File: src/rtl/lsu_pkg.sv
// lsu_pkg: shared types and big-endian lane helpers for load_store_unit.
//   SZ_*          req_size encodings (byte/half/word/illegal)
//   lsu_state_e   sequencer states
//   lane_extract  pick a byte/half lane out of a memory word and extend it
//   lane_merge    replace a byte/half lane of a memory word with store data
// Lane numbering is big-endian: byte offset 0 is word[31:24].
package lsu_pkg;

  localparam logic [1:0] SZ_BYTE = 2'b00;
  localparam logic [1:0] SZ_HALF = 2'b01;
  localparam logic [1:0] SZ_WORD = 2'b10;
  localparam logic [1:0] SZ_ILL  = 2'b11;

  typedef enum logic [2:0] {
    IDLE   = 3'd0,
    LD     = 3'd1,
    ST     = 3'd2,
    RMW_RD = 3'd3,
    RMW_WR = 3'd4,
    RESP   = 3'd5
  } lsu_state_e;

  // off must already be lane-aligned for the access size.
  function automatic logic [31:0] lane_extract(input logic [31:0] word,
                                               input logic [1:0]  off,
                                               input logic [1:0]  size,
                                               input logic        sgn);
    logic [7:0]  b;
    logic [15:0] h;
    unique case (off)
      2'd0:    b = word[31:24];
      2'd1:    b = word[23:16];
      2'd2:    b = word[15:8];
      default: b = word[7:0];
    endcase
    h = off[1] ? word[15:0] : word[31:16];
    unique case (size)
      SZ_BYTE: lane_extract = {{24{sgn & b[7]}}, b};
      SZ_HALF: lane_extract = {{16{sgn & h[15]}}, h};
      default: lane_extract = word;
    endcase
  endfunction

  function automatic logic [31:0] lane_merge(input logic [31:0] word,
                                             input logic [31:0] data,
                                             input logic [1:0]  off,
                                             input logic [1:0]  size);
    logic [31:0] r;
    r = word;
    unique case (size)
      SZ_BYTE: begin
        unique case (off)
          2'd0:    r[31:24] = data[7:0];
          2'd1:    r[23:16] = data[7:0];
          2'd2:    r[15:8]  = data[7:0];
          default: r[7:0]   = data[7:0];
        endcase
      end
      SZ_HALF: begin
        if (off[1]) r[15:0]  = data[15:0];
        else        r[31:16] = data[15:0];
      end
      default: r = data;
    endcase
    lane_merge = r;
  endfunction

endpackage

File: src/rtl/load_store_unit_lane_align.sv
// lsu_lane_align: combinational lane extract (loads) and lane merge (RMW stores).
//   ext_word_i    raw memory word for a load
//   merge_word_i  word captured during the RMW read
//   merge_data_i  right-justified store data
//   off_i         lane-aligned byte offset
//   size_i        access size (SZ_*)
//   sgn_i         sign-extend loaded lane
//   ext_o         extended load result
//   merge_o       word with target lane replaced
module lsu_lane_align
  import lsu_pkg::*;
(
  input  logic [31:0] ext_word_i,
  input  logic [31:0] merge_word_i,
  input  logic [31:0] merge_data_i,
  input  logic [1:0]  off_i,
  input  logic [1:0]  size_i,
  input  logic        sgn_i,
  output logic [31:0] ext_o,
  output logic [31:0] merge_o
);

  assign ext_o   = lane_extract(ext_word_i, off_i, size_i, sgn_i);
  assign merge_o = lane_merge(merge_word_i, merge_data_i, off_i, size_i);

endmodule

File: src/rtl/load_store_unit.sv
// load_store_unit: MEM-stage sequencer in front of a big-endian, word-wide data memory.
// One request at a time; sub-word stores are done as read-modify-write.
//   clk, rst                  clock, asynchronous active-high reset
//   req_valid/req_ready       request handshake (ready only in IDLE)
//   req_wr/size/signed/addr/wdata   request fields, latched on accept
//   resp_valid/rdata/err      one-cycle completion pulse with load data / error
//   mem_addr/wr_data/wr/rd    word-aligned memory access, strobes mutually exclusive
//   mem_rd_data               combinational read word from memory
// Build option: define MISALIGN_TRAP_EN to trap misaligned half/word accesses;
// otherwise the low address bits are masked and the access proceeds.
module load_store_unit
  import lsu_pkg::*;
#(
  parameter int ADDR_W = 32,
  parameter int DATA_W = 32
) (
  input  logic              clk,
  input  logic              rst,
  input  logic              req_valid,
  output logic              req_ready,
  input  logic              req_wr,
  input  logic [1:0]        req_size,
  input  logic              req_signed,
  input  logic [ADDR_W-1:0] req_addr,
  input  logic [DATA_W-1:0] req_wdata,
  output logic              resp_valid,
  output logic [DATA_W-1:0] resp_rdata,
  output logic              resp_err,
  output logic [ADDR_W-1:0] mem_addr,
  output logic [DATA_W-1:0] mem_wr_data,
  output logic              mem_wr,
  output logic              mem_rd,
  input  logic [DATA_W-1:0] mem_rd_data
);

  if (DATA_W != 32) begin : g_bad_data_w
    $error("load_store_unit: DATA_W must be 32");
  end

  lsu_state_e        state_q, state_d;
  logic              wr_q, sgn_q, err_q;
  logic [1:0]        size_q;
  logic [ADDR_W-1:0] addr_q;
  logic [DATA_W-1:0] wdata_q;
  logic [DATA_W-1:0] data_q;   // extended load result, or raw word during RMW

  logic              accept, req_ill, req_mis, req_fault;
  logic [1:0]        lane_off;
  logic [DATA_W-1:0] ext_word, merged_word;

  assign accept  = req_valid && (state_q == IDLE);
  assign req_ill = (req_size == SZ_ILL);
  assign req_mis = ((req_size == SZ_HALF) && req_addr[0]) ||
                   ((req_size == SZ_WORD) && (req_addr[1:0] != 2'b00));

`ifdef MISALIGN_TRAP_EN
  assign req_fault = req_ill || req_mis;
`else
  assign req_fault = req_ill;
`endif

  // Masking the low bits here is what makes untrapped misaligned accesses
  // land on the naturally aligned lane.
  always_comb begin
    unique case (size_q)
      SZ_HALF: lane_off = {addr_q[1], 1'b0};
      SZ_WORD: lane_off = 2'b00;
      default: lane_off = addr_q[1:0];
    endcase
  end

  lsu_lane_align u_align (
    .ext_word_i   (mem_rd_data),
    .merge_word_i (data_q),
    .merge_data_i (wdata_q),
    .off_i        (lane_off),
    .size_i       (size_q),
    .sgn_i        (sgn_q),
    .ext_o        (ext_word),
    .merge_o      (merged_word)
  );

  // State register
  always_ff @(posedge clk or posedge rst) begin
    if (rst) state_q <= IDLE;
    else     state_q <= state_d;
  end

  // Next state
  always_comb begin
    state_d = state_q;
    unique case (state_q)
      IDLE: begin
        if (accept) begin
          if (req_fault)                state_d = RESP;
          else if (!req_wr)             state_d = LD;
          else if (req_size == SZ_WORD) state_d = ST;
          else                          state_d = RMW_RD;
        end
      end
      LD:      state_d = RESP;
      ST:      state_d = RESP;
      RMW_RD:  state_d = RMW_WR;
      RMW_WR:  state_d = RESP;
      RESP:    state_d = IDLE;
      default: state_d = IDLE;
    endcase
  end

  // Request fields and captured data
  always_ff @(posedge clk or posedge rst) begin
    if (rst) begin
      wr_q    <= 1'b0;
      sgn_q   <= 1'b0;
      err_q   <= 1'b0;
      size_q  <= SZ_BYTE;
      addr_q  <= '0;
      wdata_q <= '0;
      data_q  <= '0;
    end else begin
      if (accept) begin
        wr_q    <= req_wr;
        sgn_q   <= req_signed;
        err_q   <= req_fault;
        size_q  <= req_size;
        addr_q  <= req_addr;
        wdata_q <= req_wdata;
      end
      if (state_q == LD)          data_q <= ext_word;
      else if (state_q == RMW_RD) data_q <= mem_rd_data;
    end
  end

  // Outputs: everything is 0 outside the states that own it, so an async
  // reset clears all outputs in the same instant.
  always_comb begin
    req_ready   = (state_q == IDLE);
    mem_rd      = 1'b0;
    mem_wr      = 1'b0;
    mem_wr_data = '0;
    resp_valid  = 1'b0;
    resp_err    = 1'b0;
    resp_rdata  = '0;
    unique case (state_q)
      LD, RMW_RD: mem_rd = 1'b1;
      ST: begin
        mem_wr      = 1'b1;
        mem_wr_data = wdata_q;
      end
      RMW_WR: begin
        mem_wr      = 1'b1;
        mem_wr_data = merged_word;
      end
      RESP: begin
        resp_valid = 1'b1;
        resp_err   = err_q;
        // data_q holds the raw RMW word after a store; only loads report it
        if (!wr_q && !err_q) resp_rdata = data_q;
      end
      default: ;
    endcase
    mem_addr = (mem_rd || mem_wr) ? {addr_q[ADDR_W-1:2], 2'b00} : '0;
  end

endmodule

File: config.mk
export PLATFORM = sky130hd
export DESIGN_NAME = load_store_unit
export DESIGN_NICKNAME = d
export VERILOG_FILES = /design/src/rtl/lsu_pkg.sv /design/src/rtl/load_store_unit_lane_align.sv /design/src/rtl/load_store_unit.sv
export SDC_FILE = /design/constraint.sdc
export NUM_CORES = 1
export LEC_CHECK = 0
export CAP_MARGIN = 20
export CORE_MARGIN = 2
export CORE_UTILIZATION = 42
export CTS_BUF_LIST = sky130_fd_sc_hd__clkbuf_4 sky130_fd_sc_hd__clkbuf_8 sky130_fd_sc_hd__clkbuf_16
export CTS_CLUSTER_SIZE = 10
export DETAILED_ROUTE_END_ITERATION = 10
export PLACE_DENSITY = 0.79
export SETUP_SLACK_MARGIN = 0.3
export SYNTH_ARGS = -nofsm -noshare
export SYNTH_HDL_FRONTEND = slang
export SYNTH_SLANG_ARGS = --single-unit
File: constraint.sdc
create_clock -name clk -period 2.8 [get_ports clk]
set_input_delay 0.28 -clock clk [delete_from_list [all_inputs] [get_ports clk]]
set_output_delay 0.28 -clock clk [all_outputs]
set_load 0.005 [all_outputs]
Yosys cells after proc, flatten, opt, wreduce, memory -nomap -nowiden
Cells that the tools add are included.
Operators by class
  $add $sub $neg: 0
  equal/unequal tests: 12
  shifts and indexed selects: 0
  reductions and logical operators: 13
  divide/modulo/power cells: 0
  bitwise operators: 2
  multiplexer cells: 26
  order comparisons: 0
  multiply operators: 0
Operator list (count)
  $pmux 32 s2: 3
  $mux 32: 5
  $mux 16: 3
  $mux 8: 4
  $pmux 8 s3: 1
  $pmux 3 s3: 1
  $eq 2x2->1 const B: 4
  $eq 3x2->1 const B: 2
  $eq 3x3->1 const B: 2
  $mux 3: 2
  $reduce_or 3->1: 2
  $mux 1: 5
  $eq 2x1->1 const B: 2
  $logic_not 2->1: 2
  $pmux 2 s2: 1
  $reduce_or 2->1: 2
  $eq 3x1->1 const B: 1
  $logic_not 3->1: 1
  $and 1x1->1: 2
  $logic_and 1x1->1: 2
  $logic_not 1->1: 2
  $mux 2: 1
  $ne 2x1->1 const B: 1
  $reduce_bool 2->1: 1
  $logic_or 1x1->1: 1
Word-level totals
  memory bits (read-only): 0
  register bits: 104
  RAM bits: 0
  bits in latches: 0
  memories: 0

Depth between registers and ports, before layout
  depth in word-level cells: 7
  depth in mapped cells: 10

Modules after synthesis
A second synthesis with hierarchy kept.
Second synthesis, totals
  cells, all modules: 660
  area total of the unflattened synthesis: 6528.8 µm²
By module, submodules not included
  load_store_unit: sequential area each 2602.5 µm², instances 1, cells each 429, area an instance 5083.6 µm²
  lsu_lane_align: sequential area each 0.0 µm², instances 1, cells each 231, area an instance 1445.1 µm²

Worst setup path after synthesis
No wires, ideal clock.
  path type: reg-to-output
  start point: register size_q[0]
  end point: output port mem_wr_data[0]
  required time: 2.520 ns
  cell stages (with the launch flop): 8
  data arrival time: 1.758 ns
  path slack: 0.762 ns
  cell sequence: dfrtp_1 inv_1 ha_1 nor2b_1 o21a_1 o21ai_0 a21oi_1 a22o_1
On the way
  cells in the longest elaborated chain, start to end: 7
RTL lines
  from (decl): line load_store_unit.sv:42  | logic [1:0] size_q;
  from (signal assigned): line load_store_unit.sv:125  | size_q <= req_size;
  $eq 2x2->1 / $eq 2x1->1 (equally long branches): line load_store_unit.sv:65, lsu_pkg.sv:50
  $pmux 2 s2: line load_store_unit.sv:65  | unique case (size_q)
  $eq 2x1->1 (tied with other cells): line lsu_pkg.sv:52  | unique case (off)
  $reduce_or 3->1 (no line)
  $mux 8: line lsu_pkg.sv:52
  $pmux 32 s2 (*): line lsu_pkg.sv:50  | unique case (size)
  $pmux 32 s2 (*): line load_store_unit.sv:144  | unique case (state_q)
  to (decl): line load_store_unit.sv:30  | output logic [DATA_W-1:0] mem_wr_data,
Every way passes the cells marked *; elsewhere a longest branch is shown, timed or not.

Worst setup path in the final report
  start point: register size_q[0]
  end point: output port mem_wr_data[5]
The elaborated chain is that of the path after synthesis.

==> results_dict.tcl <==
set metrics [dict create \
    synthMuxAreaShare_pct 23.0 \
    die_h_um 124 \
    synthAdderAreaFrac_pct 0.412 \
    power_leakage_nw 4.26 \
    hold_path_class "in -> async" \
    hold_viol 0 \
    place_inst 926 \
    dp_hpwl_um 14200 \
    drt_iter0_drc 686 \
    holdWs_ps 315 \
    slew_viol_final 0 \
    dieArea_um2 15400 \
    clkLatencyLatePin_ps 350 \
    startpoint_type "register" \
    synth_top_family_by_area "multiplexers" \
    slew_headroom_pct 58.1 \
    critical_path_required_ps 2520 \
    vias 5722 \
    p_per_area_nw_per_um2 1220 \
    grt_max_degree 58 \
    met2_wirelength_um 9690 \
    drc 0 \
    crit_start "size_q[0]" \
    io_pins 204 \
    grt_pass1_vias 5858 \
    criticalPathCategory "reg -> out" \
    groute.usage.overall_pct 26.1 \
    peakVddDrop_v 0.000633 \
    pre_cts_ws_ps 84.6 \
    synthXorXnorAreaFrac_pct 0 \
    core_area_um2 14000 \
    wire_per_inst_um 21.2 \
    cts_buffer_depth 2 \
    synth_top_flop_cell "dfrtp_1" \
    setup_viol 0 \
    grt-ovfl-total 0 \
    wl_met3_um 1950 \
    postSynthAreaPerCell_um2 10.8 \
    synthCells 563 \
    start_util_pct 43.4 \
    maxCapViolCount 0 \
    root_buffer "clkbuf_16" \
    fillers 1060 \
    yosysSeqAreaShare_pct 42.9 \
    status "complete, no violations" \
    reg2reg_depth 8 \
    end_kind "output pin" \
    diodes 0 \
    viasPerCell 5.73 \
    crit_path_end "mem_wr_data[5]" \
    tightest_slew_ps 629 \
    antenna_found_initial 2 \
    synthSimpleGateAreaFrac_pct 13.6 \
    rows 43 \
    arrival_ps 2340 \
    synthArstFlopShare_pct 100 \
    highest_layer "met5" \
    synth_compound_area_share_pct 15.5 \
    fin_cells 999 \
    clk_pin_slew_ps 70 \
    grt_setup_unrepaired "yes" \
    fin_ws_ps 178 \
    fmax_mhz 381 \
    ant_nets 0 \
    cp_max_fo 6 \
    htreeDepth 3 \
    nets 919 \
    totalWireLength_um 21100 \
    yosysUniqueCellTypes 51 \
    synth_edf_count 0 \
    area_growth_pct 53.2 \
    cts_tree "yes" \
    rr_endpoint "data_q[26]" \
    gp_congestion 0.917 \
    post_synth_instance_area_um2 6070 \
    layout_worst_path_cycle_share_pct 93.6 \
    ys_ff_latch 104 \
    dr.pass1.iters 7 \
    die_w_um 124 \
    clock-sinks 104 \
    port_buffers 201 \
    regToRegSetupSlack_ps 440 \
    wl_met1_um 8620 \
    cts_buffers 9 \
    finalSetupTns_ps 0 \
    clock-skew-final_ps 3.11 \
    yosys_warnings 0 \
    drive_gt1_share_pct 30.3 \
    grt_first_pass_wirelength_um 32300 \
    postCtsHoldBufs 0 \
    r2r-start "size_q[0]" \
    finalCriticalPeriod_ps 2620 \
]
==> cells by family after synthesis <==
kind of cell               Yosys count
other                                1
AOI/OAI and AO/OA                  129
buffers and inverters               56
adders and majority gates            2
DFF                                104
muxes                              129
and+or+nand+nor                    142
==> power breakdown <==
group          internal, mW  switching, mW  total [mW]
Combinational          3.87           3.09        6.96
Sequential             2.28          0.874        3.15
Clock                 0.636          0.563        1.20
Total                  6.78           4.53        11.3
==> through the flow <==
stage | utilization [%] | instance area [um2] | power [mW]
finish | 66.5 | 9300 | 11.3
global route | 66.5 | 9300 | 11.9
CTS | 64.7 | 9050 | 10.6
detailed placement | 59.3 | 8300 | 8.73
global placement | 59.3 | 8300 | 8.60
floorplan | - | 6080 | 6.17
==> routing by layer <==
| metal | global-route usage, % | vias up |
|---|---|---|
| met5 | 0 | - |
| met3 | 7.27 | 61 |
| met4 | 11.2 | 2 |
| met2 | 41.6 | 360 |
| met1 | 33.4 | 2748 |
| li1 | - | 2551 |
==> sequential cells by signal (all words and copies together), names as in the netlist <==
signal,flops
state_q,3
err_q,1
data_q,32
sgn_q,1
size_q,2
wr_q,1
addr_q,32
wdata_q,32
==> area by class of cell <==
cell class	count	area, um2	area share, %
tap	180	225	2.42
clock inverter	5	31.3	0.336
clock buffer	11	246	2.65
multi-input combinational	404	3490	37.5
inverter	15	62.6	0.673
timing repair buffer	280	2630	28.3
sequential	104	2610	28.1
==> worst min-delay path by stage <==
stage | to | slack (ps) | depth (start not counted)
after global routing | addr_q[25] | 370 | 2
after detailed placement | addr_q[31] | 470 | 1
final | addr_q[25] | 320 | 2
after global placement | addr_q[30] | 460 | 1
after floorplan | size_q[0] | 400 | 2
after CTS | addr_q[25] | 330 | 2
==> critical path: stages, from the launching register on <==
cell,delay [ps]
dfrtp_1,400
inv_2,70
ha_4,310
nor2b_4,60
o21a_1,190
o21ai_2,170
a21oi_2,80
buf_6,140
buf_4,130
a22o_1,180
dlygate4sd2_1,260
==> cells in the final DEF (no fill, tap or decap), drive strengths merged, types with 3 or more instances in the layout <==
master,Yosys,final
a221o,8,8
clkdlybuf4s50,0,138
nor2,10,10
o21ai,40,40
clkbuf,14,18
a222oi,7,7
dlygate4sd2,0,26
nand3,3,3
a22o,16,16
inv,15,15
mux2i,47,47
o32ai,8,8
o22a,8,8
nand2b,7,7
nor3,3,3
nand2,36,36
dfrtp,104,104
clkdlybuf4s15,0,5
dlymetal6s2s,0,11
a21oi,15,15
o221ai,8,8
and2,73,73
a22oi,7,7
buf,27,93
clkinv,0,3
mux2,82,82
==> cells in the mapped netlist, types with 8 or more instances <==
cell / n / share of area [%]
a22o_1: 16 / 2.3
mux2_1: 17 / 3.2
o21ai_1: 10 / 0.82
o21ai_0: 29 / 2.4
inv_1: 14 / 0.87
mux2_2: 65 / 12
o22a_1: 8 / 1.2
o221ai_1: 8 / 1.2
o32ai_1: 8 / 1.2
a21oi_1: 14 / 1.2
a221o_1: 8 / 1.3
and2_1: 73 / 7.5
nand2_1: 36 / 2.2
clkbuf_1: 14 / 0.87
dfrtp_1: 104 / 43
mux2i_1: 47 / 7.7
buf_2: 16 / 1.3
==> what timing repair did <==
item | in CTS | in global routing
setup endpoints to repair | 84 | 72
cloned | 3 | 2
buffers inserted | 43 | 9
hold endpoints to repair | 0 | 0
resized for setup | 149 | 84
pin swaps | 25 | 17
(Power assumes the default switching activity.)
